File: config.mk
export PLATFORM = sky130hd
export DESIGN_NAME = ddr_tx_sequencer
export DESIGN_NICKNAME = d
export VERILOG_FILES = /design/src/rtl/ddr_tx_sequencer.sv
export SDC_FILE = /design/constraint.sdc
export NUM_CORES = 1
export LEC_CHECK = 0
export ABC_AREA = 1
export BUFFER_PORTS_ARGS = -buffer_cell sky130_fd_sc_hd__buf_2
export CORE_ASPECT_RATIO = 2
export CORE_MARGIN = 2
export CORE_UTILIZATION = 45
export CTS_CLUSTER_SIZE = 10
export DETAILED_ROUTE_END_ITERATION = 6
export PLACE_DENSITY = 0.65
export SYNTH_ARGS = -nofsm -noshare
export SYNTH_HDL_FRONTEND = slang
export SYNTH_SLANG_ARGS = --single-unit
File: constraint.sdc
create_clock -name clk -period 3.4 [get_ports clk]
set_input_delay 0.68 -clock clk [delete_from_list [all_inputs] [get_ports clk]]
set_output_delay 0.68 -clock clk [all_outputs]
set_load 0.05 [all_outputs]
File: src/rtl/ddr_tx_sequencer.sv
// Word FIFO plus pair serializer feeding a DDR output flop: two bits per clock,
// MSB first, gapless between words, idle pattern and underrun flag when dry.
module ddr_tx_sequencer #(
    parameter int         WIDTH     = 8,
    parameter int         DEPTH     = 4,
    parameter logic [1:0] IDLE_PAIR = 2'b00
) (
    input  logic                       clk,
    input  logic                       rst,
    input  logic                       en,
    input  logic [WIDTH-1:0]           s_data,
    input  logic                       s_valid,
    output logic                       s_ready,
    output logic                       d0,
    output logic                       d1,
    output logic                       busy,
    output logic                       word_start,
    output logic                       underrun,
    output logic [$clog2(DEPTH+1)-1:0] fill
);

    localparam int AW    = $clog2(DEPTH);
    localparam int FW    = $clog2(DEPTH + 1);
    localparam int PAIRS = WIDTH / 2;
    localparam int CW    = $clog2(PAIRS);
    localparam int SW    = WIDTH - 2;

    typedef enum logic {IDLE, RUN} state_t;

    state_t            state, state_nxt;
    logic [WIDTH-1:0]  mem [DEPTH];
    logic [AW-1:0]     wr_ptr, rd_ptr;
    logic [WIDTH-1:0]  head;
    logic              push, pop, push_q, avail, last;
    logic [SW-1:0]     shifter, shift_nxt;
    logic [CW-1:0]     pair_cnt, cnt_nxt;
    logic [1:0]        pair_nxt;
    logic              ws_nxt, ur_nxt;

    assign s_ready = !rst && (fill != FW'(DEPTH));
    assign push    = s_valid && s_ready;
    assign head    = mem[rd_ptr];
    // The word written on the previous edge is still in the write path, so
    // only older entries count as available to the serializer.
    assign avail   = fill > FW'(push_q);
    assign last    = (pair_cnt == '0);
    assign busy    = (state == RUN);

    always_ff @(posedge clk) begin
        if (rst) state <= IDLE;
        else     state <= state_nxt;
    end

    always_comb begin
        state_nxt = state;
        pop       = 1'b0;
        case (state)
            IDLE: begin
                if (en && avail) begin
                    pop       = 1'b1;
                    state_nxt = RUN;
                end
            end
            RUN: begin
                if (last) begin
                    if (en && avail) pop = 1'b1;
                    else             state_nxt = IDLE;
                end
            end
            default: state_nxt = IDLE;
        endcase
    end

    always_comb begin
        pair_nxt  = IDLE_PAIR;
        shift_nxt = shifter;
        cnt_nxt   = pair_cnt;
        ws_nxt    = 1'b0;
        ur_nxt    = 1'b0;
        if (pop) begin
            pair_nxt  = head[WIDTH-1 -: 2];
            shift_nxt = head[SW-1:0];
            cnt_nxt   = CW'(PAIRS - 1);
            ws_nxt    = 1'b1;
        end else if (state == RUN && !last) begin
            pair_nxt  = shifter[SW-1 -: 2];
            shift_nxt = shifter << 2;
            cnt_nxt   = pair_cnt - CW'(1);
        end else if (state == RUN) begin
            // Stream ends here; only an enabled stream that ran dry is an underrun.
            ur_nxt = en;
        end
    end

    always_ff @(posedge clk) begin
        if (rst) begin
            {d0, d1}   <= IDLE_PAIR;
            shifter    <= '0;
            pair_cnt   <= '0;
            word_start <= 1'b0;
            underrun   <= 1'b0;
        end else begin
            {d0, d1}   <= pair_nxt;
            shifter    <= shift_nxt;
            pair_cnt   <= cnt_nxt;
            word_start <= ws_nxt;
            underrun   <= ur_nxt;
        end
    end

    always_ff @(posedge clk) begin
        if (push) mem[wr_ptr] <= s_data;
    end

    always_ff @(posedge clk) begin
        if (rst) begin
            wr_ptr <= '0;
            rd_ptr <= '0;
            fill   <= '0;
            push_q <= 1'b0;
        end else begin
            push_q <= push;
            if (push) wr_ptr <= wr_ptr + AW'(1);
            if (pop)  rd_ptr <= rd_ptr + AW'(1);
            case ({push, pop})
                2'b10:   fill <= fill + FW'(1);
                2'b01:   fill <= fill - FW'(1);
                default: fill <= fill;
            endcase
        end
    end

endmodule

==> impl_metrics.yaml <==
cells_and_area:
  area_growth_pct: 9.88
  layout-drive-gt1-share: 0.155
  final_nets: 271
  layout_common_cells: "nand2_1, edfxtp_1, inv_1, dfxtp_1, buf_2"
  diodes: 0
  post-route-util: 0.506
  mostFrequentLayoutCell: "nand2_1"
  final_cells: 310
yosys:
  yosysTopAreaCellShare: 0.410
  synth_area_leaders: "edfxtp_1, dfxtp_1, nand2_1"
  synth_warnings: 0
  ys_seq_area_frac: 0.607
  syn_nets: 249
  ys_ff_latch: 55
  synth_cells: 229
  synth_top_area_cell: "edfxtp_1"
  syn_avg_cell_area_um2: 10.2
  ys_types: 26
  syn_area_mm2: 0.00234
min_path:
  hold_path_class: "reg2reg"
  worst_hold_path.num_cells: 2
  hold_path_end: "shifter[0]"
  worstHoldStart: "shifter[0]"
critical_path:
  r2r_start: "fill[0]"
  path_max_fanout: 8
  cp.required_ps: 3590
  cp-end-kind: "flip-flop"
  arrival_ps: 2630
  criticalPathCategory: "reg2reg"
  worstRegToRegCells: 14
  crit_start: "fill[0]"
  cp-start-kind: "flip-flop"
  rrSetupSlack_ps: 950
  rr_endpoint: "fill[2]"
drt:
  routed_via_density: 4.93
  drc_errors: 0
  vias: 1528
  drt_iter0_drc: 21
  routed_wl_um: 3840
  antenna_left: 0
  wl_per_cell_um: 12.4
  drtPass1Iterations: 4
sta:
  timing.final.ws_setup_ps: 953
  fmax_mhz: 409
  hold_viol: 0
  max_slew_margin: 0.504
  fin_worst_skew_ps: 3.66
  rsz0062_at_grt: "no"
  finalSetupTns_ps: 0
  worstMarginPinSlew_ps: 742
  min_period_ps: 2450
  setup_viol: 0
  slew_viol_final: 0
  hold_ws_ps: 463
  final_min_period_over_clock_period: 0.720
cts:
  cts_setup_buffers: 0
  cts_max_level: 2
  cts.path.max_buffers: 2
  post_cts_resize_count: 0
  clock_sinks: 55
  cts_tree: "yes"
  cts.reportedPaths.clkPinSlew_ps: 90
  root_buffer: "clkbuf_8"
  cts_hold_buf: 0
  cts_made_buffers: 5
  worstSkewPairLatency_ps: 300
place:
  preCtsSetupSlack_ps: 994
  portBuffers: 20
  dp.cells: 302
  hpwl_um: 2950
  gp_congestion: 0.740
global_routing:
  antenna_found_initial: 0
  grt_pass1_wl_um: 6300
  grt-ovfl-total: 0
  gr-usage-all-layers: 0.150
  grt_pass1_vias: 1405
  grt_max_degree: 18
floorplanning:
  io_pins: 21
  chipHeight_um: 106
  coreArea_mm2: 0.00509
  fp.dieW_um: 55.0
  start_util: 0.460
  dieArea_mm2: 0.00584
  rows: 37
pwr:
  powerDensity_mw_per_mm2: 715
  ir_drop_mv: 0.404
  cellLeakagePower_uw: 0.00110
run_status:
  status: "complete, no violations"
job:
  drv_cap: 0
-- cell usage after synthesis, drive strengths merged --
master and n:
nand3 19, dfxtp 23, a21oi 17, fa 1, ha 7, buf 5, o22ai 1, nand2 53
nor2 18, o21ai 15, inv 34, o211ai 2, a31oi 1, xor2 1, edfxtp 32
-- flip-flops by register name (all words and copies together) (netlist names), named ones only --
signal / flops
rd_ptr: 2
push_q: 1
shifter: 6
fill: 3
mem: 32
word_start: 1
d0: 1
underrun: 1
busy: 1
pair_cnt: 2
d1: 1
wr_ptr: 2
-- logic make-up after synthesis --
| logic type | synth area share |
|---|---|
| AOI/OAI and AO/OA | 0.0817 |
| adders and majority gates | 0.0459 |
| xor gates and xnor gates | 0.00374 |
| and+or+nand+nor | 0.183 |
| DFF | 0.607 |
| buffers and inverters | 0.0796 |
-- power by group --
| group | switching (uW) | internal, uW |
|---|---|---|
| Combinational | 391 | 171 |
| Clock | 193 | 215 |
| Sequential | 74.8 | 797 |
-- per-stage QoR --
stage	power (uW)	instance area, um2
2_1_floorplan	1360	2340
3_3_place_gp	1450	2470
3_5_place_dp	1460	2470
4_1_cts	1870	2570
5_1_grt	1970	2570
6_report	1840	2570
-- worst max path at each step --
stage          endpoint  slack (ps)
2_1_floorplan   fill[2]         760
3_3_place_gp    fill[2]        1070
3_5_place_dp    fill[2]         990
4_1_cts         fill[2]         980
5_1_grt         fill[2]         720
6_report        fill[2]         950
-- routing by layer --
layer / wire, um / share of wire / track usage / vias to the layer above
li1: - / - / - / 792
met1: 1470 / 0.38 / 0.162 / 709
met2: 2200 / 0.57 / 0.262 / 22
met3: 96 / 0.025 / 0.0337 / 5
met4: 68 / 0.018 / 0.0697 / 0
met5: 0 / 0 / 0 / -
-- cell type report --
type	instances	area [um2]
Sequential cell	55	1420
Inverter	34	138
Clock inverter	3	38.8
Tap cell	58	72.6
Fill cell	483	2520
Clock buffer	5	68.8
Timing Repair Buffer	20	100
Multi-Input combinational cell	135	736
-- critical path: stages (launching register included) --
cell and delay [ps]:
dfxtp_1 360, inv_1 110, ha_1 300, inv_1 50, nand2_1 50, nand2_2 110
nand2_4 100, nor2_4 140, ha_1 160, inv_1 60, fa_1 380, a21oi_1 160
o21ai_0 130, o21ai_0 170, a21oi_1 60
No activity file was read; power rests on OpenSTA's default activity.
